[src/rtl/sad_best_tracker_pkg.sv]
// Shared motion-estimation definitions: pixel width, default SAD width,
// search FSM states and the candidate-index width helper.
package me_pkg;

  localparam int PIX_W     = 8;
  localparam int SAD_W_DEF = 16;

  typedef enum logic [1:0] {
    IDLE  = 2'd0,
    RUN   = 2'd1,
    FINAL = 2'd2,
    DONE  = 2'd3
  } state_t;

  // Width of an index over 2*num_pairs candidates.
  function automatic int idx_w_of(input int num_pairs);
    return (num_pairs < 1) ? 1 : $clog2(2 * num_pairs);
  endfunction

endpackage

[src/rtl/sad_best_tracker_accum.sv]
// One SAD lane: |c - ref| per accepted pixel, running accumulator that clears
// on the last pixel of a candidate, and a hold register with the finished SAD.
module sad_accum
  import me_pkg::*;
#(
  parameter int SAD_W = SAD_W_DEF
) (
  input  logic             clk,
  input  logic             reset,
  input  logic             i_clear,
  input  logic             i_valid,
  input  logic             i_last,
  input  logic [PIX_W-1:0] i_c,
  input  logic [PIX_W-1:0] i_p,
  output logic [SAD_W-1:0] o_sum,
  output logic [SAD_W-1:0] o_hold
);

  logic signed [PIX_W:0] w_sub;
  logic signed [PIX_W:0] w_neg;
  logic [PIX_W-1:0]      w_diff;
  logic [SAD_W-1:0]      r_acc;
  logic [SAD_W-1:0]      r_hold;

  assign w_sub  = $signed({1'b0, i_c}) - $signed({1'b0, i_p});
  assign w_neg  = -w_sub;
  assign w_diff = w_sub[PIX_W] ? w_neg[PIX_W-1:0] : w_sub[PIX_W-1:0];

  // Sum including the current pixel; this is the candidate SAD on the last pixel.
  assign o_sum  = r_acc + SAD_W'(w_diff);
  assign o_hold = r_hold;

  always_ff @(posedge clk) begin
    if (reset || i_clear) begin
      r_acc  <= '0;
      r_hold <= '0;
    end else if (i_valid) begin
      if (i_last) begin
        r_hold <= o_sum;
        r_acc  <= '0;
      end else begin
        r_acc <= o_sum;
      end
    end
  end

endmodule

[src/rtl/sad_best_tracker.sv]
// Dual-lane SAD accumulation with running-minimum search over 2*NUM_PAIRS
// candidates. Define SAD_CAND_OUT_EN to add the per-candidate trace outputs.
//
// Handshake: a pixel triple is consumed on every clock edge where the tracker
// is in RUN and in_valid is high; there is no back-pressure, so the producer may
// insert gaps of any length but never has to wait.
module sad_best_tracker
  import me_pkg::*;
#(
  parameter int PIX_PER_CAND = 256,
  parameter int NUM_PAIRS    = 8,
  parameter int SAD_W        = SAD_W_DEF,
  parameter int IDX_W        = idx_w_of(NUM_PAIRS)
) (
  input  logic             clk,
  input  logic             reset,
  input  logic             start,
  input  logic             in_valid,
  input  logic [PIX_W-1:0] c,
  input  logic [PIX_W-1:0] p,
  input  logic [PIX_W-1:0] p_prime,
  output logic             busy,
  output logic             done,
  output logic [SAD_W-1:0] best_sad,
  output logic [IDX_W-1:0] best_idx,
`ifdef SAD_CAND_OUT_EN
  output logic             cand_valid,
  output logic [IDX_W-1:0] cand_idx,
  output logic [SAD_W-1:0] cand_sad,
`endif
  output logic [1:0]       dbg_state
);

  localparam int PIX_CNT_W = $clog2(PIX_PER_CAND);
  localparam int PAIR_W    = (NUM_PAIRS > 1) ? $clog2(NUM_PAIRS) : 1;

  state_t             r_state;
  logic               r_busy;
  logic               r_done;
  logic [SAD_W-1:0]   r_best_sad;
  logic [IDX_W-1:0]   r_best_idx;
  logic [PIX_CNT_W-1:0] r_pix_cnt;
  logic [PAIR_W-1:0]  r_pair_cnt;
  logic [PAIR_W-1:0]  r_cmp_pair;
  logic               r_pair_rdy;
  logic [SAD_W-1:0]   r_run_min;
  logic [IDX_W-1:0]   r_run_idx;

  logic               w_accept;
  logic               w_last_pix;
  logic               w_last_pair;
  logic [SAD_W-1:0]   w_sum_a;
  logic [SAD_W-1:0]   w_sum_b;
  logic [SAD_W-1:0]   w_hold_a;
  logic [SAD_W-1:0]   w_hold_b;
  logic [IDX_W-1:0]   w_even_idx;
  logic [IDX_W-1:0]   w_odd_idx;
  logic               w_a_lt;
  logic               w_b_lt;
  logic [SAD_W-1:0]   w_min1;
  logic [IDX_W-1:0]   w_idx1;
  logic [SAD_W-1:0]   w_min2;
  logic [IDX_W-1:0]   w_idx2;

  // A start pulse always wins over pixel acceptance: the search restarts cleanly.
  assign w_accept    = (r_state == RUN) && in_valid && !start;
  assign w_last_pix  = (r_pix_cnt == PIX_CNT_W'(PIX_PER_CAND - 1));
  assign w_last_pair = (r_pair_cnt == PAIR_W'(NUM_PAIRS - 1));

  sad_accum #(.SAD_W(SAD_W)) u_accum_a (
    .clk     (clk),
    .reset   (reset),
    .i_clear (start),
    .i_valid (w_accept),
    .i_last  (w_last_pix),
    .i_c     (c),
    .i_p     (p),
    .o_sum   (w_sum_a),
    .o_hold  (w_hold_a)
  );

  sad_accum #(.SAD_W(SAD_W)) u_accum_b (
    .clk     (clk),
    .reset   (reset),
    .i_clear (start),
    .i_valid (w_accept),
    .i_last  (w_last_pix),
    .i_c     (c),
    .i_p     (p_prime),
    .o_sum   (w_sum_b),
    .o_hold  (w_hold_b)
  );

  assign w_even_idx = IDX_W'({r_cmp_pair, 1'b0});
  assign w_odd_idx  = w_even_idx | IDX_W'(1);

  // Even candidate first, then odd against the updated minimum; strict
  // less-than keeps the lower index on ties.
  always_comb begin
    w_a_lt = (w_hold_a < r_run_min);
    w_min1 = w_a_lt ? w_hold_a : r_run_min;
    w_idx1 = w_a_lt ? w_even_idx : r_run_idx;
    w_b_lt = (w_hold_b < w_min1);
    w_min2 = w_b_lt ? w_hold_b : w_min1;
    w_idx2 = w_b_lt ? w_odd_idx : w_idx1;
  end

  always_ff @(posedge clk) begin
    if (reset) begin
      r_state    <= IDLE;
      r_busy     <= 1'b0;
      r_done     <= 1'b0;
      r_best_sad <= '0;
      r_best_idx <= '0;
      r_pix_cnt  <= '0;
      r_pair_cnt <= '0;
      r_cmp_pair <= '0;
      r_pair_rdy <= 1'b0;
      r_run_min  <= '0;
      r_run_idx  <= '0;
    end else begin
      r_done <= 1'b0;
      if (r_pair_rdy) begin
        r_run_min  <= w_min2;
        r_run_idx  <= w_idx2;
        r_pair_rdy <= 1'b0;
      end
      if (start) begin
        r_state    <= RUN;
        r_busy     <= 1'b1;
        r_pix_cnt  <= '0;
        r_pair_cnt <= '0;
        r_cmp_pair <= '0;
        r_pair_rdy <= 1'b0;
        r_run_min  <= '1;
        r_run_idx  <= '0;
      end else begin
        case (r_state)
          IDLE: ;
          RUN: begin
            if (in_valid) begin
              r_pix_cnt <= w_last_pix ? '0 : r_pix_cnt + 1'b1;
              if (w_last_pix) begin
                r_pair_rdy <= 1'b1;
                r_cmp_pair <= r_pair_cnt;
                r_pair_cnt <= w_last_pair ? '0 : r_pair_cnt + 1'b1;
                if (w_last_pair) r_state <= FINAL;
              end
            end
          end
          FINAL: begin
            r_state    <= DONE;
            r_busy     <= 1'b0;
            r_done     <= 1'b1;
            r_best_sad <= w_min2;
            r_best_idx <= w_idx2;
          end
          DONE: r_state <= IDLE;
          default: r_state <= IDLE;
        endcase
      end
    end
  end

  assign busy      = r_busy;
  assign done      = r_done;
  assign best_sad  = r_best_sad;
  assign best_idx  = r_best_idx;
  assign dbg_state = r_state;

`ifdef SAD_CAND_OUT_EN
  logic             r_cand_valid;
  logic [IDX_W-1:0] r_cand_idx;
  logic [SAD_W-1:0] r_cand_sad;

  // Even SAD is presented in the compare cycle, odd SAD the cycle after.
  always_ff @(posedge clk) begin
    if (reset || start) begin
      r_cand_valid <= 1'b0;
      r_cand_idx   <= '0;
      r_cand_sad   <= '0;
    end else if (w_accept && w_last_pix) begin
      r_cand_valid <= 1'b1;
      r_cand_idx   <= IDX_W'({r_pair_cnt, 1'b0});
      r_cand_sad   <= w_sum_a;
    end else if (r_pair_rdy) begin
      r_cand_valid <= 1'b1;
      r_cand_idx   <= w_odd_idx;
      r_cand_sad   <= w_hold_b;
    end else begin
      r_cand_valid <= 1'b0;
    end
  end

  assign cand_valid = r_cand_valid;
  assign cand_idx   = r_cand_idx;
  assign cand_sad   = r_cand_sad;
`endif

endmodule

[config.mk]
export PLATFORM = sky130hd
export DESIGN_NAME = sad_best_tracker
export DESIGN_NICKNAME = d
export VERILOG_FILES = /design/src/rtl/sad_best_tracker_pkg.sv /design/src/rtl/sad_best_tracker_accum.sv /design/src/rtl/sad_best_tracker.sv
export SDC_FILE = /design/constraint.sdc
export NUM_CORES = 1
export LEC_CHECK = 0
export CORE_UTILIZATION = 40
export DETAILED_ROUTE_END_ITERATION = 8
export DONT_BUFFER_PORTS = 1
export GPL_TIMING_DRIVEN = 0
export PLACE_DENSITY_LB_ADDON = 0.12
export RECOVER_POWER = 100
export SYNTH_ARGS = -nofsm -noshare
export SYNTH_HDL_FRONTEND = slang
export SYNTH_SLANG_ARGS = --single-unit
export TNS_END_PERCENT = 100
[constraint.sdc]
create_clock -name clk -period 4.9 [get_ports clk]
set_clock_uncertainty 0.2 [all_clocks]
set_input_delay 0.735 -clock clk [delete_from_list [all_inputs] [get_ports clk]]
set_output_delay 0.735 -clock clk [all_outputs]
set_load 0.1 [all_outputs]
Yosys cells after proc, flatten, opt, wreduce, memory -nomap -nowiden
Index checks and enable logic that the tools add are counted.
{"block": "totals", "mem_bits_rw": 0, "ff_bits": 123, "elab_cells": 77, "latchBits": 0, "in_bits": 28, "mem_bits_ro": 0, "output_inout_bits": 24, "n_memories": 0}
{"block": "classes", "bitwise_logic": 3, "muxes": 21, "shift": 0, "multipliers": 0, "n_eq_ne": 11, "n_reduce_logical": 16, "div_mod_pow": 0, "addsub": 8, "order_cmp": 2}
{"cell": "16-bit 2-to-1 mux", "n": 6}
{"cell": "16-bit by 8-bit adder with 16-bit output", "n": 2}
{"cell": "16-bit less-than comparator", "n": 2}
{"cell": "8-bit 2-to-1 mux", "n": 3}
{"cell": "8-bit by 8-bit subtractor with 9-bit output", "n": 2}
{"cell": "8-bit negator", "n": 2}
{"cell": "3-bit != test (second input constant)", "n": 3}
{"cell": "8-bit by 1-bit adder with 8-bit output (second input constant)", "n": 1}
{"cell": "8-bit equality test (second input constant)", "n": 1}
{"cell": "4-bit 2-to-1 mux", "n": 2}
{"cell": "4-bit AND reduction", "n": 2}
{"cell": "2-bit 2-to-1 mux", "n": 3}
{"cell": "2-bit != test (second input constant)", "n": 3}
{"cell": "2-bit case mux with 3 select lines", "n": 1}
{"cell": "2-bit AND reduction", "n": 3}
{"cell": "1-bit 2-to-1 mux", "n": 5}
{"cell": "2-bit equality test (second input constant)", "n": 2}
{"cell": "2-bit nonzero test", "n": 2}
{"cell": "4-bit nonzero test", "n": 1}
{"cell": "4-bit OR reduction", "n": 1}
{"cell": "3-bit by 1-bit adder with 3-bit output (second input constant)", "n": 1}
{"cell": "3-bit equality test (second input constant)", "n": 1}
{"cell": "3-bit 2-to-1 mux", "n": 1}
{"cell": "1-bit NOT", "n": 3}
{"cell": "7 further kinds", "n": 8}

Logic depth before layout (Yosys ltp)
Gate-level depths: netlist of the first run.
{"block": "depth", "word_depth": 6, "mapped_depth": 21}

Hierarchy
Synthesis of the first run repeated with hierarchy kept, for this count alone.
{"block": "unflattened", "cells_unflattened": 975, "area_unflattened_um2": 8074.0}
{"mod": "sad_best_tracker", "instances": 1, "seq_area_each_um2": 1181.1, "cells_per_inst": 409, "area_per_inst_um2": 3513.4}
{"mod": "sad_accum at u_accum_a", "instances": 1, "seq_area_each_um2": 640.6, "cells_per_inst": 290, "area_per_inst_um2": 2288.4}
{"mod": "sad_accum at u_accum_b", "instances": 1, "seq_area_each_um2": 640.6, "cells_per_inst": 276, "area_per_inst_um2": 2272.2}

Worst setup path after synthesis of the first run
No wires, ideal clock.
{"block": "synth_path", "kind": "input to register", "start": "input port c[0]", "end": "register u_accum_b.r_acc[12]", "cell_stages": 20, "setup_time_ns": 0.061, "t_arrival_ns": 4.442, "slack_ns": 0.198, "required_ns": 4.639, "path_cell_list": "inv_1 -> ha_1 -> inv_1 -> fa_1 -> a21o_1 -> a21oi_1 -> nor2b_1 -> o31a_1 -> o21ai_0 -> nor2b_1 -> o21ai_0 -> fa_1 -> a21o_1 -> a21oi_1 -> nor2b_1 -> o21ai_0 -> a21oi_1 -> and3_1 -> o21ai_0 -> a32o_1"}
{"block": "synth_between", "elab_chain_len": 5}
{"item": "start, declared", "line": "sad_best_tracker.sv:19", "text": "input logic [PIX_W-1:0] c,"}
{"item": "8-bit by 8-bit subtractor with 9-bit output (*)", "line": "sad_best_tracker_accum.sv:25", "text": "assign w_sub = $signed({1'b0, i_c}) - $signed({1'b0, i_p});"}
{"item": "8-bit negator", "line": "sad_best_tracker_accum.sv:26", "text": "assign w_neg = -w_sub;"}
{"item": "8-bit 2-to-1 mux (*)", "line": "sad_best_tracker_accum.sv:27", "text": "assign w_diff = w_sub[PIX_W] ? w_neg[PIX_W-1:0] : w_sub[PIX_W-1:0];"}
{"item": "16-bit by 8-bit adder with 16-bit output (*)", "line": "sad_best_tracker_accum.sv:30", "text": "assign o_sum = r_acc + SAD_W'(w_diff);"}
{"item": "16-bit 2-to-1 mux (*)", "line": "sad_best_tracker_accum.sv:38", "text": "if (i_last) begin"}
{"item": "end signal, assigned", "line": "sad_best_tracker_accum.sv:42", "text": "r_acc <= o_sum;"}
{"item": "end, declared", "line": "sad_best_tracker_accum.sv:22", "text": "logic [SAD_W-1:0] r_acc;"}
Mark *: on every way between the ends. The rest lies on a longest branch, timed or not.
A chain may end at the register's enable or synchronous reset.

Worst setup path after layout of the first run
{"block": "layout_path", "start": "register r_run_min[11]", "end": "register r_run_min[9]"}
{"block": "layout_between", "elab_chain_len": 6}
{"item": "start, declared", "line": "sad_best_tracker.sv:46", "text": "logic [SAD_W-1:0] r_run_min;"}
{"item": "start signal, assigned", "line": "sad_best_tracker.sv:124", "text": "r_run_min <= w_min2;"}
{"item": "16-bit less-than comparator", "line": "sad_best_tracker.sv:100", "text": "w_a_lt = (w_hold_a < r_run_min);"}
{"item": "16-bit 2-to-1 mux (*)", "line": "sad_best_tracker.sv:101", "text": "w_min1 = w_a_lt ? w_hold_a : r_run_min;"}
{"item": "16-bit less-than comparator", "line": "sad_best_tracker.sv:103", "text": "w_b_lt = (w_hold_b < w_min1);"}
{"item": "16-bit 2-to-1 mux (*)", "line": "sad_best_tracker.sv:104", "text": "w_min2 = w_b_lt ? w_hold_b : w_min1;"}
{"item": "16-bit 2-to-1 mux (*)", "line": "sad_best_tracker.sv:123", "text": "if (r_pair_rdy) begin"}
{"item": "16-bit 2-to-1 mux (*)", "line": "sad_best_tracker.sv:128", "text": "if (start) begin"}
Mark *: on every way between the ends. The rest lies on a longest branch, timed or not. The select of a mux whose other input is x is not followed.

==> results of run 1 <==
==> power by group <==
| group | internal (mW) | total (mW) | switching, mW |
|---|---|---|---|
| logic | 0.164 | 0.401 | 0.237 |
| registers | 1.01 | 1.03 | 0.0196 |
| clock network | 0.809 | 1.26 | 0.451 |
| total | 1.99 | 2.70 | 0.707 |
==> final timing paths <==
check | end | slack, ns | from | cells after the start
min | r_run_idx[2] | 0.27 | r_run_idx[2] | 2
max reg2reg | r_run_min[9] | 0.26 | r_run_min[11] | 17
max | r_run_min[9] | 0.26 | r_run_min[11] | 17
min reg2reg | r_run_idx[2] | 0.27 | r_run_idx[2] | 2
==> registers in the layout, indices dropped and copies added, names as in the netlist <==
name	cells
busy	1
r_pair_rdy	1
r_pair_cnt	3
u_accum_a.o_hold	16
r_cmp_pair	3
r_run_idx	4
u_accum_b.o_hold	16
u_accum_b.r_acc	16
dbg_state	2
best_sad	16
r_run_min	16
best_idx	4
r_pix_cnt	8
u_accum_a.r_acc	16
done	1
==> worst register-to-register path, cell delays in order (launching register included) <==
cell	delay, ns
sky130_fd_sc_hd__dfxtp_1	0.38
sky130_fd_sc_hd__inv_1	0.06
sky130_fd_sc_hd__ha_1	0.30
sky130_fd_sc_hd__a21oi_1	0.17
sky130_fd_sc_hd__o21ai_0	0.12
sky130_fd_sc_hd__a221oi_1	0.38
sky130_fd_sc_hd__nand3_2	0.13
sky130_fd_sc_hd__clkbuf_4	0.24
sky130_fd_sc_hd__mux2i_1	0.22
sky130_fd_sc_hd__ha_1	0.27
sky130_fd_sc_hd__a21o_1	0.16
sky130_fd_sc_hd__a21o_1	0.17
sky130_fd_sc_hd__a2111oi_0	0.47
sky130_fd_sc_hd__o31ai_1	0.23
sky130_fd_sc_hd__a31oi_4	0.25
sky130_fd_sc_hd__buf_4	0.20
sky130_fd_sc_hd__mux2_2	0.36
sky130_fd_sc_hd__a211oi_1	0.24
==> cell families (layout without fill, tap and decap cells) <==
family	Yosys count	in the layout	share of synthesized area, %
and+or+nand+nor	255	255	15.8
xor gates and xnor gates	54	54	6.49
buffers and inverters	97	131	5.19
adders and majority gates	72	72	12.8
DFF	123	123	33.8
muxes	40	40	5.77
AOI/OAI and AO/OA	235	235	20.2
==> area by class of cell <==
| type | instances | share of cell area, % |
|---|---|---|
| tap | 225 | 3.43 |
| multi-input combinational | 656 | 54.5 |
| sequential | 123 | 30.0 |
| buffer | 30 | 1.57 |
| inverter | 67 | 3.06 |
| timing repair buffer | 3 | 0.274 |
| clock inverter | 7 | 1.07 |
| clock buffer | 24 | 6.11 |
==> cells in the final DEF (no fill, tap or decap), types with 4 or more instances in the layout <==
cell type and instances:
sky130_fd_sc_hd__a211oi_1 29, sky130_fd_sc_hd__a21o_1 15, sky130_fd_sc_hd__a21oi_1 68, sky130_fd_sc_hd__a22o_1 6
sky130_fd_sc_hd__a22oi_1 10, sky130_fd_sc_hd__a31oi_1 5, sky130_fd_sc_hd__and3_1 7, sky130_fd_sc_hd__and4_1 4
sky130_fd_sc_hd__buf_4 4, sky130_fd_sc_hd__clkbuf_1 28, sky130_fd_sc_hd__clkbuf_16 17, sky130_fd_sc_hd__clkbuf_8 5
sky130_fd_sc_hd__clkinv_2 4, sky130_fd_sc_hd__dfxtp_1 123, sky130_fd_sc_hd__fa_1 4, sky130_fd_sc_hd__ha_1 68
sky130_fd_sc_hd__inv_1 67, sky130_fd_sc_hd__mux2_2 16, sky130_fd_sc_hd__mux2i_1 23, sky130_fd_sc_hd__nand2_1 90
sky130_fd_sc_hd__nand2b_1 8, sky130_fd_sc_hd__nand3_1 12, sky130_fd_sc_hd__nand4_1 10, sky130_fd_sc_hd__nor2_1 85
sky130_fd_sc_hd__nor2b_1 8, sky130_fd_sc_hd__nor3_1 11, sky130_fd_sc_hd__o21a_1 9, sky130_fd_sc_hd__o21ai_0 59
sky130_fd_sc_hd__o21ai_1 6, sky130_fd_sc_hd__or2_2 4, sky130_fd_sc_hd__or3_1 5, sky130_fd_sc_hd__xnor2_1 39
sky130_fd_sc_hd__xor2_1 13
==> repair_timing <==
item | in CTS | in global routing
hold endpoints to repair | 0 | 0
setup buffers | 0 | 3
endpoints found under the setup margin | 0 | 65
hold buffers | 0 | 0
gates resized for setup | 0 | 16
==> layer usage <==
layer / up-vias / share of wire [%]
li1: 3125 / -
met1: 2676 / 52
met2: 84 / 44
met3: 17 / 2.5
met4: 0 / 1.0
met5: - / 0
==> qor_table.md, run 1 <==
| Step | Quantity | Value |
| --- | --- | --- |
| timing | Final number of max-transition violations | 0 |
| global route | GRT Overall Usage | 19.8% |
| cells and area | Number of diodes added for antenna fixing | 0 |
| drt | Number of nets with antenna violations after detailed routing | 0 |
| synthesis | Predominant post-synthesis flop cell | sky130_fd_sc_hd__dfxtp_1 |
| setup path | Gate family responsible for the most delay along the worst path | compound AO/OA/AOI/OAI gates |
| cells and area | Multi-input gate area in the final layout | 4480 um^2 |
| cts | Clock tree from TritonCTS | built |
| placed design | Number of port buffers | 0 |
| timing | Post-layout minimum cycle time | 4.64 ns |
| cells and area | Fraction of layout instances using a drive strength above 1 | 7.36% |
| setup path | Max incr delay on CP | 0.47 ns |
| synthesis | Warnings from Yosys | 0 |
| synthesis | Leading post-synthesis cells by instance count | sky130_fd_sc_hd__dfxtp_1, sky130_fd_sc_hd__nand2_1, sky130_fd_sc_hd__nor2_1 |
| run | Number of max-cap violations | 0 |
| timing | Post-route clock period utilization | 94.7% |
| drt | Routed wire length | 17,600 um |
| timing | Actual slew at the worst max-slew pin | 1.06 ns |
| timing | Hold violation count in the final report | 0 |
| setup path | Startpoint types | register |
| drt | Via count | 5,902 |
| cells and area | Fin cells | 1,135 |
| placed design | Post-DP Area | 7560 um^2 |
| drt | Via-per-instance ratio | 5.20 |
| cts | Number of sinks on the clock net | 123 |
| timing | Final TNS setup | 0 ns |
| setup path | Worst-path fanout max | 10 |
| power | Power Density | 328 nW/um^2 |
| cts | Maximum count of clock buffers along a single path | 2 |
| cts | H-tree lvl count | 4 |
| global route | Global-route track usage on met1 | 27.8% |
| cells and area | Fill cell count | 1,772 |
| floorplan | Floorplan die area | 18,800 um^2 |
| cts | Worst-path clk slew | 0.05 ns |
| synthesis | Cell taking the most area after synthesis | sky130_fd_sc_hd__dfxtp_1 |
| drt | Number of iterations in the first detailed-routing pass | 4 |
| timing | Worst slew margin relative to its limit | 29.5% |
| cells and area | Final core utilization | 46.8% |
| timing | Hold Slack | 0.269 ns |
| synthesis | Mean post-synth cell area | 8.31 um^2 |
| synthesis | Synthesized flop and latch total | 123 |
| setup path | Kind of critical path | register to register |
| floorplan | Die Width | 137 um |
| placed design | Setup Slack @ Placement | -0.381 ns |
| cells and area | Final cell area excluding filler cells | 8220 um^2 |
| setup path | Critical path's slowest cell | sky130_fd_sc_hd__a2111oi_0 |
| cells and area | Final net count | 998 |
| placed design | Half-perimeter wire length after placement | 13,700 um |
| global route | Via count of the first global-routing pass | 5,428 |
| floorplan | Die span in y | 137 um |
| synthesis | Share of the synthesized area in the top cell type | 33.8% |
| global route | Met3 usage in global routing | 4.04% |
| synthesis | Proportion of synthesized flip-flops having asynchronous set or reset | 0% |
| synthesis | Most repeated cell in the gate-level netlist after synthesis | sky130_fd_sc_hd__dfxtp_1 |
| drt | Average routed wire per standard cell | 15.5 um |
| min path | Type of the most critical hold path | register to register |
| cells and area | Synth-to-Final Area Change | 12.8% |
| setup path | Combined buffer and inverter count along the critical path | 3 |
| cts | Worst-skew pair later-pin latency | 0.42 ns |
| global route | Antenna violations before repair | 0 |
| global route | Maximum number of pins on one net before global-route repair | 17 |
| floorplan | Top Ports | 52 |
| setup path | Worst path cell trace | inv_1, ha_1, a21oi_1, o21ai_0, a221oi_1, nand3_2, clkbuf_4, mux2i_1, ha_1, a21o_1, a21o_1, a2111oi_0, o31ai_1, a31oi_4, buf_4, mux2_2, a211oi_1 |
| timing | PnR worst setup slack | 0.260 ns |
| synthesis | Number of synthesized flops with an enable pin | 0 |
| synthesis | Count of mapped cells out of synthesis | 876 |
| setup path | Kind of end point of the critical path | register |
| power | Static leakage power | 3.22 nW |
| floorplan | Initial core utilization | 41.5% |
| global route | Routing layer with the top usage in global route | met2 |
| synthesis | Synth unique cells | 54 |
| power | IR drop worst, VDD | 0.255 mV |
| setup path | Arrival @ worst endpoint | 4.77 ns |
| timing | Final setup vio count | 0 |
| global route | Overflow left after global routing | 0 |
| floorplan | FP Rows | 48 |
| floorplan | Core region area | 17,500 um^2 |
| synthesis | Sequential share of the synthesized area | 33.8% |
| cells and area | FF/Latch Area | 2460 um^2 |
| synthesis | Leading cell types by total area after synthesis | sky130_fd_sc_hd__dfxtp_1, sky130_fd_sc_hd__ha_1, sky130_fd_sc_hd__xnor2_1 |
| timing | Achievable frequency | 0.215 GHz |
| setup path | Required time reported for the critical path endpoint | 5.03 ns |
| placed design | Placer congestion estimate | 0.826 |
| synthesis | Total nets after synthesis | 976 |
| global route | Met2 Usage GRT | 30.8% |
| cts | Total clock buffers created by CTS | 17 |
| synthesis | Synth Cell Area | 7280 um^2 |
| drt | DRC | 0 |
| drt | First-iteration detailed-routing DRC count | 309 |
| outcome | Result of the run | complete, no violations |
| placed design | Total placed cells including tap cells | 1,101 |
| power | Post-layout total power | 2.70 mW |
| cts | Library cell used as clock root buffer | sky130_fd_sc_hd__clkbuf_16 |
| global route | Wire length of the first global-routing pass | 28,400 um |
Note: power is estimated with default switching activity, not from simulation.
==> run 2, diff against run 1 <==
Settings changed: ABC_AREA from default to 1.
==> run 2 against run 1 <==
Cell area grew 6.2%; non-clock buffer count grew 10; wire length grew 3.5%; maximum frequency grew 4.5%; clock power grew 11%; largest power group unchanged; core utilization shrank 0.49 points; sequential share of layout area shrank 1.8 points; critical path depth grew 6.
==> qor_table.md, run 2 <==
| Step | Quantity | Value |
| --- | --- | --- |
| outcome | Result of the run | complete, no violations |
| timing | Actual slew at the worst max-slew pin | 1.02 ns |
| synthesis | Most repeated cell in the gate-level netlist after synthesis | sky130_fd_sc_hd__nand2_1 |
| drt | Routed wire length | 18,200 um |
| setup path | Arrival @ worst endpoint | 4.61 ns |
| synthesis | Synth unique cells | 42 |
| drt | Number of nets with antenna violations after detailed routing | 0 |
| timing | Final number of max-transition violations | 0 |
| placed design | Placer congestion estimate | 0.811 |
| synthesis | Predominant post-synthesis flop cell | sky130_fd_sc_hd__dfxtp_1 |
| synthesis | Sequential share of the synthesized area | 31.8% |
| cells and area | Synth-to-Final Area Change | 12.7% |
| global route | Maximum number of pins on one net before global-route repair | 17 |
| timing | Worst slew margin relative to its limit | 32.0% |
| synthesis | Synth Cell Area | 7750 um^2 |
| timing | Post-route clock period utilization | 90.7% |
| placed design | Number of port buffers | 0 |
| synthesis | Total nets after synthesis | 1,228 |
| floorplan | Initial core utilization | 41.1% |
| synthesis | Share of the synthesized area in the top cell type | 31.8% |
| synthesis | Count of mapped cells out of synthesis | 1,128 |
| cts | Library cell used as clock root buffer | sky130_fd_sc_hd__clkbuf_16 |
| power | Power Density | 322 nW/um^2 |
| cells and area | Most common cell after layout, fill and taps aside | sky130_fd_sc_hd__nand2_1 |
| timing | Setup repair after global routing missed its margin | no |
| setup path | Startpoint types | register |
| cells and area | Number of diodes added for antenna fixing | 0 |
| floorplan | Die span in y | 141 um |
| synthesis | Mean post-synth cell area | 6.87 um^2 |
| floorplan | Die Width | 141 um |
| cells and area | Final net count | 1,247 |
| timing | Hold violation count in the final report | 0 |
| timing | Hold Slack | 0.271 ns |
| run | Number of max-cap violations | 0 |
| synthesis | Cell taking the most area after synthesis | sky130_fd_sc_hd__dfxtp_1 |
| timing | Final setup vio count | 0 |
| cts | Worst-path clk slew | 0.06 ns |
| synthesis | Leading post-synthesis cells by instance count | sky130_fd_sc_hd__nand2_1, sky130_fd_sc_hd__inv_1, sky130_fd_sc_hd__dfxtp_1 |
| cts | Total clock buffers created by CTS | 17 |
| timing | Post-layout minimum cycle time | 4.44 ns |
| drt | Number of iterations in the first detailed-routing pass | 5 |
| drt | Average routed wire per standard cell | 12.8 um |
| power | Static leakage power | 4.16 nW |
| floorplan | Core region area | 18,800 um^2 |
| floorplan | Top Ports | 52 |
| cells and area | Fill cell count | 1,950 |
| global route | Overflow left after global routing | 0 |
| global route | Antenna violations before repair | 0 |
| synthesis | Number of synthesized flops with an enable pin | 0 |
| global route | GRT Overall Usage | 19.7% |
| min path | Type of the most critical hold path | register to register |
| cts | H-tree lvl count | 4 |
| drt | Via count | 6,662 |
| floorplan | Floorplan die area | 19,900 um^2 |
| placed design | Half-perimeter wire length after placement | 14,500 um |
| synthesis | Proportion of synthesized flip-flops having asynchronous set or reset | 0% |
| timing | Final TNS setup | 0 ns |
| cts | Worst-skew pair later-pin latency | 0.43 ns |
| setup path | Required time reported for the critical path endpoint | 5.07 ns |
| cts | Number of sinks on the clock net | 123 |
| timing | Achievable frequency | 0.225 GHz |
| floorplan | FP Rows | 50 |
| global route | Via count of the first global-routing pass | 6,283 |
| synthesis | Leading cell types by total area after synthesis | sky130_fd_sc_hd__dfxtp_1, sky130_fd_sc_hd__nand2_1, sky130_fd_sc_hd__ha_1 |
| global route | Wire length of the first global-routing pass | 30,700 um |
| cts | Maximum count of clock buffers along a single path | 2 |
| synthesis | Warnings from Yosys | 0 |
| cells and area | Commonest non-fill, non-tap cells in the layout | sky130_fd_sc_hd__nand2_1, sky130_fd_sc_hd__inv_1, sky130_fd_sc_hd__dfxtp_1 |
| drt | Via-per-instance ratio | 4.69 |
| drt | First-iteration detailed-routing DRC count | 395 |
| setup path | Kind of critical path | register to register |
| cells and area | Fraction of layout instances using a drive strength above 1 | 5.95% |
| cts | Clock tree from TritonCTS | built |
| power | IR drop worst, VDD | 0.137 mV |
| setup path | Worst-path fanout max | 10 |
| drt | DRC | 0 |
| setup path | Kind of end point of the critical path | register |
| synthesis | Synthesized flop and latch total | 123 |
[run 2: cell type report]
cell class                 instances  area (um^2)  share of cell area, %
multi-input combinational        753         4300                   49.3
sequential                       123         2460                   28.2
inverter                         209          785                   8.99
clock buffer                      18          439                   5.03
tap                              260          325                   3.73
clock inverter                    14          218                   2.49
buffer                            43          196                   2.25
[run 2: final timing paths]
kind	cells after the start	endpoint	from	slack, ns
setup / recovery	23	best_sad[10]	r_run_min[9]	0.46
hold / removal	2	u_accum_b.r_acc[2]	u_accum_b.r_acc[2]	0.27
setup reg to reg	23	best_sad[10]	r_run_min[9]	0.46
hold reg to reg	2	u_accum_b.r_acc[2]	u_accum_b.r_acc[2]	0.27
[run 2: cell families (layout without fill, tap and decap cells)]
family / Yosys count / in the layout / synth area share, %
adders and majority gates: 72 / 72 / 12.0
DFF: 123 / 123 / 31.8
buffers and inverters: 252 / 284 / 12.7
AOI/OAI and AO/OA: 197 / 197 / 13.9
and+or+nand+nor: 435 / 435 / 24.0
xor gates and xnor gates: 49 / 49 / 5.54
[run 2: worst max-delay path: stages, from the launching register on]
cell	delay (ns)
sky130_fd_sc_hd__dfxtp_1	0.32
sky130_fd_sc_hd__inv_1	0.06
sky130_fd_sc_hd__ha_1	0.30
sky130_fd_sc_hd__nand2_1	0.06
sky130_fd_sc_hd__inv_1	0.03
sky130_fd_sc_hd__o21ai_1	0.11
sky130_fd_sc_hd__a21oi_1	0.09
sky130_fd_sc_hd__nor2_1	0.22
sky130_fd_sc_hd__nand2_2	0.10
sky130_fd_sc_hd__buf_2	0.17
sky130_fd_sc_hd__clkbuf_1	0.26
sky130_fd_sc_hd__o21ai_0	0.32
sky130_fd_sc_hd__inv_1	0.08
sky130_fd_sc_hd__ha_1	0.29
sky130_fd_sc_hd__a21oi_1	0.12
sky130_fd_sc_hd__nor2_1	0.05
sky130_fd_sc_hd__a211oi_1	0.22
sky130_fd_sc_hd__o221a_2	0.25
sky130_fd_sc_hd__clkbuf_1	0.39
sky130_fd_sc_hd__clkbuf_2	0.36
sky130_fd_sc_hd__nand3_1	0.15
sky130_fd_sc_hd__nand3_1	0.12
sky130_fd_sc_hd__nand2_1	0.06
sky130_fd_sc_hd__inv_1	0.04
[run 2: through the flow]
stage                     std cells  utilization [%]  cell area, um^2  setup WS [ns]  power [mW]
after floorplan                1128                -             7750          0.419        1.34
after global placement         1388             42.9             8070         -0.235        1.42
after detailed placement       1388             42.9             8070         -0.272        1.43
after CTS                      1420             46.4             8730          0.173        2.84
after global routing           1420             46.4             8730       0.000193        2.94
final                          1420             46.4             8730          0.458        2.81
[run 2: what timing repair did]
action                     in CTS  in global routing
gates resized for setup         0                  7
hold buffers                    0                  0
setup endpoints to repair       0                 17
setup buffers                   0                  0
[run 2: power by group]
part	switching [mW]	internal (mW)
clock network	0.485	0.917
registers	0.0143	1.01
logic	0.245	0.134
total	0.745	2.06
[run 2: routing by layer]
metal | track usage [%] | vias up | wire [um]
met5 | 0 | - | 0
met4 | 7.15 | 0 | 283
met3 | 3.19 | 25 | 524
met2 | 33.8 | 100 | 8450
met1 | 24.9 | 2908 | 8910
li1 | - | 3629 | -
